==> src/rtl/mult_fu.sv <==
// mult_fu: pipelined RV32M multiply FU (MUL/MULH/MULHSU/MULHU) with done/ack CDB handshake.
// Ports: clock, reset; issue_valid/opa/opb/func/rob_tag in, ready out; squash; ack in,
//   done/result/rob_tag_out out. Define MULT_FU_PERF_EN to add perf_ops/perf_stall_cycles.
module mult_fu #(
  parameter int XLEN       = 32,
  parameter int NUM_STAGES = 4,  // >= 1, must divide 2*XLEN
  parameter int TAG_W      = 5
) (
  input  logic             clock,
  input  logic             reset,
  input  logic             issue_valid,
  input  logic [XLEN-1:0]  opa,
  input  logic [XLEN-1:0]  opb,
  input  logic [1:0]       func,
  input  logic [TAG_W-1:0] rob_tag,
  input  logic             squash,
  input  logic             ack,
  output logic             ready,
  output logic             done,
  output logic [XLEN-1:0]  result,
  output logic [TAG_W-1:0] rob_tag_out
`ifdef MULT_FU_PERF_EN
  ,
  output logic [31:0]      perf_ops,
  output logic [31:0]      perf_stall_cycles
`endif
);

  localparam int W2    = 2 * XLEN;
  localparam int CHUNK = W2 / NUM_STAGES;

  logic stall;
  logic accept;
  logic sext_a;
  logic sext_b;
  logic [W2-1:0] ext_a;
  logic [W2-1:0] ext_b;

  logic             last_v;
  logic [1:0]       last_func;
  logic [TAG_W-1:0] last_tag;
  logic [W2-1:0]    last_sum;

  logic             done_q, done_d;
  logic [XLEN-1:0]  result_q, result_d;
  logic [TAG_W-1:0] tag_out_q, tag_out_d;

  assign stall  = done_q & ~ack;
  assign ready  = ~stall;
  assign accept = issue_valid & ready;

  // MULHU zero-extends opa; only MUL/MULH sign-extend opb
  assign sext_a = (func != 2'd3);
  assign sext_b = (func == 2'd0) | (func == 2'd1);
  assign ext_a  = {{XLEN{sext_a & opa[XLEN-1]}}, opa};
  assign ext_b  = {{XLEN{sext_b & opb[XLEN-1]}}, opb};

  // Stage k consumes multiplier chunk k; the remaining multiplier
  // shrinks by CHUNK bits per stage so no dead bits are carried.
  for (genvar k = 0; k < NUM_STAGES; k++) begin : g_stg
    localparam int MW = W2 - k * CHUNK;

    logic             v_i;
    logic [1:0]       func_i;
    logic [TAG_W-1:0] tag_i;
    logic [W2-1:0]    mcand_i;
    logic [W2-1:0]    sum_i;
    logic [MW-1:0]    mplier_i;
    logic [W2-1:0]    pp;
    logic [W2-1:0]    sum_o;

    if (k == 0) begin : g_src
      assign v_i      = accept;
      assign func_i   = func;
      assign tag_i    = rob_tag;
      assign mcand_i  = ext_a;
      assign mplier_i = ext_b;
      assign sum_i    = '0;
    end else begin : g_src
      assign v_i      = g_stg[k-1].g_reg.v_q;
      assign func_i   = g_stg[k-1].g_reg.func_q;
      assign tag_i    = g_stg[k-1].g_reg.tag_q;
      assign mcand_i  = g_stg[k-1].g_reg.mcand_q;
      assign mplier_i = g_stg[k-1].g_reg.mplier_q;
      assign sum_i    = g_stg[k-1].g_reg.sum_q;
    end

    assign pp    = mcand_i * W2'(mplier_i[CHUNK-1:0]);
    assign sum_o = sum_i + (pp << (k * CHUNK));

    if (k < NUM_STAGES - 1) begin : g_reg
      logic             v_q, v_d;
      logic [1:0]       func_q, func_d;
      logic [TAG_W-1:0] tag_q, tag_d;
      logic [W2-1:0]    mcand_q, mcand_d;
      logic [MW-CHUNK-1:0] mplier_q, mplier_d;
      logic [W2-1:0]    sum_q, sum_d;

      always_comb begin
        v_d      = v_q;
        func_d   = func_q;
        tag_d    = tag_q;
        mcand_d  = mcand_q;
        mplier_d = mplier_q;
        sum_d    = sum_q;
        if (squash) begin
          v_d = 1'b0;
        end else if (!stall) begin
          v_d      = v_i;
          func_d   = func_i;
          tag_d    = tag_i;
          mcand_d  = mcand_i;
          mplier_d = mplier_i[MW-1:CHUNK];
          sum_d    = sum_o;
        end
      end

      always_ff @(posedge clock) begin
        if (reset) begin
          v_q      <= 1'b0;
          func_q   <= '0;
          tag_q    <= '0;
          mcand_q  <= '0;
          mplier_q <= '0;
          sum_q    <= '0;
        end else begin
          v_q      <= v_d;
          func_q   <= func_d;
          tag_q    <= tag_d;
          mcand_q  <= mcand_d;
          mplier_q <= mplier_d;
          sum_q    <= sum_d;
        end
      end
    end else begin : g_last
      assign last_v    = v_i;
      assign last_func = func_i;
      assign last_tag  = tag_i;
      assign last_sum  = sum_o;
    end
  end

  always_comb begin
    done_d    = done_q;
    result_d  = result_q;
    tag_out_d = tag_out_q;
    if (squash) begin
      done_d = 1'b0;
    end else if (!stall) begin
      done_d    = last_v;
      tag_out_d = last_tag;
      result_d  = (last_func == 2'd0) ?
                  last_sum[XLEN-1:0] :
                  last_sum[W2-1:XLEN];
    end
  end

  always_ff @(posedge clock) begin
    if (reset) begin
      done_q    <= 1'b0;
      result_q  <= '0;
      tag_out_q <= '0;
    end else begin
      done_q    <= done_d;
      result_q  <= result_d;
      tag_out_q <= tag_out_d;
    end
  end

  assign done        = done_q;
  assign result      = result_q;
  assign rob_tag_out = tag_out_q;

`ifdef MULT_FU_PERF_EN
  logic [31:0] perf_ops_q, perf_ops_d;
  logic [31:0] perf_stall_q, perf_stall_d;

  always_comb begin
    perf_ops_d   = perf_ops_q + 32'(accept);
    perf_stall_d = perf_stall_q + 32'(issue_valid & stall);
  end

  always_ff @(posedge clock) begin
    if (reset) begin
      perf_ops_q   <= '0;
      perf_stall_q <= '0;
    end else begin
      perf_ops_q   <= perf_ops_d;
      perf_stall_q <= perf_stall_d;
    end
  end

  assign perf_ops          = perf_ops_q;
  assign perf_stall_cycles = perf_stall_q;
`endif

endmodule

==> config.mk <==
export PLATFORM = sky130hd
export DESIGN_NAME = mult_fu
export DESIGN_NICKNAME = d
export VERILOG_FILES = /design/src/rtl/mult_fu.sv
export SDC_FILE = /design/constraint.sdc
export NUM_CORES = 2
export LEC_CHECK = 0
export CORE_MARGIN = 5
export CORE_UTILIZATION = 45
export CTS_BUF_LIST = sky130_fd_sc_hd__clkbuf_2
export DETAILED_ROUTE_END_ITERATION = 6
export PLACE_DENSITY_LB_ADDON = 0.2
export SYNTH_ARGS = -nofsm -noshare
export SYNTH_HDL_FRONTEND = slang
export SYNTH_SLANG_ARGS = --single-unit
export TNS_END_PERCENT = 100
==> constraint.sdc <==
create_clock -name clock -period 12.2 [get_ports clock]
set_clock_uncertainty 0.1 [all_clocks]
set_input_delay 1.22 -clock clock [delete_from_list [all_inputs] [get_ports clock]]
set_output_delay 1.22 -clock clock [all_outputs]
set_load 0.03 [all_outputs]
# Word-level counts from Yosys, hierarchy flattened
# Index checks and enable logic that the tools add are counted.
# totals
register_bits,372
input_bits,76
wordCells,43
# classes
add_sub_neg,3
mul,4
eq_ne,2
muxes,1
bitwise,8
n_reduce_logical,4
# op_table
cell,count
$add 64x64->64,3
$mul 64x16->16,1
$mul 64x16->32,1
$mul 33x17->50,1
$mul 33x17->48,1
$mux 32,1
$and 1x1->1,4
$logic_not 2->1,2
$not 1->1,3
$eq 2x1->1 const B,1
$ne 2x2->1 const B,1
$reduce_and 2->1,1
$reduce_or 2->1,1
$or 1x1->1,1

# Depth between registers and ports, before layout
# depth
ltp_word,4
ltp_mapped,40

# Worst setup path after synthesis
# Ideal clock, no wire load.
# synth_path
path_kind,register to register
from,register g_stg[0].g_reg.mplier_q[8]
to,register g_stg[1].g_reg.sum_q[63]
setup_ps,70
arrival_ps,8390
setup_slack_ps,3640
stages_incl_launch_ff,41
path_buffers,3
cell_sequence,dfxtp_1 > clkbuf_1 > clkbuf_1 > nand2_1 > fa_1 > inv_1 > fa_1 > inv_1 > fa_1 > inv_1 > fa_1 > fa_1 > inv_1 > fa_1 > inv_1 > ha_1 > and2_1 > a21boi_0 > (+5 left out) > a21oi_1 > o21bai_1 > a21oi_1 > xnor2_1 > ha_1 > clkbuf_1 > o21a_1 > o21ai_0 > nand2b_1 > a21oi_1 > a2111oi_0 > o21ai_0 > a31oi_1 > o22ai_1 > xnor2_1 > xnor2_1 > nand2_1 > a21oi_1
# synth_via
elab_chain_cells,2
# synth_rtl
element,line,source
from (decl),96,"logic [MW-CHUNK-1:0] mplier_q, mplier_d;"
from (signal assigned),131,mplier_q <= mplier_d;
$mul 33x17->48,88,assign pp = mcand_i * W2'(mplier_i[CHUNK-1:0]);
$add 64x64->64,89,assign sum_o = sum_i + (pp << (k * CHUNK));
to (signal assigned),132,sum_q <= sum_d;
to (decl),97,"logic [W2-1:0] sum_q, sum_d;"
# No other way between the ends.
# A chain may end at the register's enable or synchronous reset.

# Final worst setup path
# layout_path
from,register g_stg[0].g_reg.mcand_q[17]
to,register g_stg[1].g_reg.sum_q[63]
# layout_via
elab_chain_cells,2
# layout_rtl
element,line,source
from (decl),95,"logic [W2-1:0] mcand_q, mcand_d;"
from (signal assigned),130,mcand_q <= mcand_d;
$mul 33x17->48,88,
$add 64x64->64,89,
# No other way between the ends.

==> reports/metrics.cfg <==
[status]
status = finished clean

[setup_path]
slowest_delay_ns = 1.03
cp_max_fo = 18
arrival_ns = 10.95
required_ns = 13.24
critical_path_class = reg -> reg
crit_path_top_delay_cell = dfxtp_1
path_common_cell = fa_1
endpoint_kind = register
start_kind = register

[timing]
drv_slew = 0
finalHoldViolations = 0
period_share = 0.812
fin_tns_setup_ns = 0
setup_viol = 0
rsz0062_at_grt = no
tightest_slew_ns = 1.10
relSlewSlack = 0.263
fmax_ghz = 0.101
period_minus_slack_ns = 9.91

[grt]
grt_overflow_total = 0
antenna_found_initial = 10
grt_pass1_vias = 49400
track_usage = 0.238
grt_max_degree = 189
grt_first_pass_wirelength_um = 274000

[clocking]
cts_root_buf = clkbuf_2
postCtsResizedCells = 0
cts_sinks = 340
clockBufferDepth = 3
insertion_delay_ns = 1.26
clk_pin_slew_ns = 0.10
ctsHoldBuffers = 0
htreeDepth = 3
cts_setup_buffers = 0
cts_tree = built
numCtsBuffers = 101

[synthesis]
yosysMostFrequentCell = inv_1
synth_common_cells = 1,544 x inv_1, 1,336 x nand2_1, 1,265 x fa_1
async_flop_share = 0
synth_ff_type = dfxtp_1
syn-instance-count = 7196
seq_area_frac_synth = 0.110
synth-edff-count = 0
synth_area_sq_mm = 0.0618
yosysWarnings = 0
synthesis.nets = 8963
yosysUniqueCellTypes = 75
ys_seq_elements = 340
synth_area_per_cell_sq_um = 8.59
yosysTopAreaCellShare = 0.410
yosys.area.top_type = fa_1
synth.top_cells.by_area = fa_1 41%, dfxtp_1 11%, inv_1 9.4%, ha_1 8.6%, nand2_1 8.1%

[route]
antenna_left = 0
vias = 46600
drcViolationCount = 0
first_pass_iters = 6
drtIter0Drc = 2985
wl_um = 169000
viasPerCell = 5.17
wl_per_cell_um = 18.7

[die]
dieArea_sq_mm = 0.145
die_h_um = 381
placementRows = 136
io_pins = 115
start_util = 0.451
fp.dieW_um = 381
core-area_sq_mm = 0.137

[power]
pwr-share-clk = 0.063
p_seq_frac = 0.102
switching_power_mw = 7.70
power_density_mw_per_mm2 = 212
pwr-share-comb = 0.834
p_sw_frac = 0.555
p_total_mw = 13.9
p_int_mw = 6.17
vdd_ir_drop_max_uv = 443
p_leak_nw = 32.2

[final_layout]
drive_above_1_share = 0.0361
syn_to_final_growth_pct = 5.82
nets = 8916

[hold_path]
min_path_type = reg -> reg

[placed_design]
gp_congestion = 0.885
portBuffers = 114
dpl.hpwl_um = 134000

[run]
maxCapViolCount = 0

-- logic make-up (layout without fill, tap and decap cells) --
family | Yosys count | in the layout | share of synthesized area
xor gates and xnor gates | 257 | 257 | 0.0364
DFF | 340 | 340 | 0.110
other | 0 | 11 | 0
buffers and inverters | 1877 | 1904 | 0.114
and+or+nand+nor | 2093 | 2093 | 0.152
AOI/OAI and AO/OA | 934 | 934 | 0.0917
muxes | 4 | 4 | 0.000647
adders and majority gates | 1691 | 1691 | 0.496
-- sequential cells by signal, indices dropped and copies added (netlist names) --
| register | flops |
|---|---|
| g_stg.g_reg.sum_q | 178 |
| result | 32 |
| g_stg.g_reg.tag_q | 15 |
| g_stg.g_reg.mcand_q | 81 |
| g_stg.g_reg.func_q | 6 |
| g_stg.g_reg.mplier_q | 19 |
| g_stg.g_reg.v_q | 3 |
| done | 1 |
| rob_tag_out | 5 |
-- power groups by stage --
stage	logic, mW	registers, mW	clock network, mW
5_1_grt	13.0	1.43	0.987
4_1_cts	11.5	1.42	0.926
2_1_floorplan	8.33	1.37	0
3_5_place_dp	11.4	1.44	0
3_3_place_gp	11.3	1.44	0
6_report	11.6	1.42	0.880
-- placed cells by master (no fill, tap or decap), drive strengths merged, types with 15 or more instances in the layout --
master         instances
o21bai                31
a21oi                473
nor2b                 18
inv                 1549
xnor2                194
nor2                 141
clkinv                28
a211oi                28
clkbuf               144
o21a                  24
xor2                  63
clkdlybuf4s50        108
dfxtp                340
a21o                 119
buf                   74
a31oi                 20
ha                   426
a311oi                24
nand2b                28
o21ai                134
and3                  15
nand3                 39
nand2               1336
fa                  1265
and2                 429
nand4                 19
nor3                  26
-- critical path: cells and delay by family (launching register included) --
family	cells	cell delay (ns)
AO/OA/AOI/OAI	17	3.94
adder cells (fa/ha/maj)	8	3.82
flip-flops	1	1.03
XOR/XNOR	3	0.42
AND/OR/NAND/NOR	3	0.34
buffers and inverters	3	0.14
-- cell type report --
cell class,count,area (sq um)
inverter,1545,5800
multi-input combinational,4979,48000
antenna,11,27.5
clock buffer,144,721
clock inverter,33,174
fill,13500,71500
timing repair buffer,182,1660
tap,1794,2240
sequential,340,6810
-- routing by layer --
| metal | wire [um] | share of wire | vias up | track usage |
|---|---|---|---|---|
| met5 | 22 | 0.00013 | - | 0 |
| met4 | 3360 | 0.020 | 4 | 0.0489 |
| met3 | 12500 | 0.074 | 241 | 0.0425 |
| met2 | 76500 | 0.45 | 1380 | 0.384 |
| met1 | 76500 | 0.45 | 23400 | 0.338 |
| li1 | - | - | 21600 | - |
-- worst paths after layout --
check	start	to	slack (ns)	cells after the start
min	g_stg[1].g_reg.mcand_q[7]$_SDFFE_PP0P_	g_stg[2].g_reg.mcand_q[7]$_SDFFE_PP0P_	0.34	2
max	g_stg[0].g_reg.mcand_q[17]$_SDFFE_PP0P_	g_stg[1].g_reg.sum_q[63]$_SDFFE_PP0P_	2.29	34
max reg2reg	g_stg[0].g_reg.mcand_q[17]$_SDFFE_PP0P_	g_stg[1].g_reg.sum_q[63]$_SDFFE_PP0P_	2.29	34
min reg2reg	g_stg[1].g_reg.mcand_q[7]$_SDFFE_PP0P_	g_stg[2].g_reg.mcand_q[7]$_SDFFE_PP0P_	0.34	2
-- metrics by stage --
stage / hold slack [ns] / cell area, sq um / setup slack, ns / std cells / util
global route: 0.242 / 65400 / 1.47 / 9025 / 0.478
finish: 0.342 / 65400 / 2.29 / 9028 / 0.478
global placement: 0.339 / 64500 / 2.55 / 8840 / 0.471
floorplan: 0.328 / 61800 / 3.64 / 7196 / -
detailed placement: 0.344 / 64500 / 2.39 / 8840 / 0.471
CTS: 0.202 / 65400 / 2.35 / 9017 / 0.478
No activity file was read; power rests on OpenSTA's default activity.
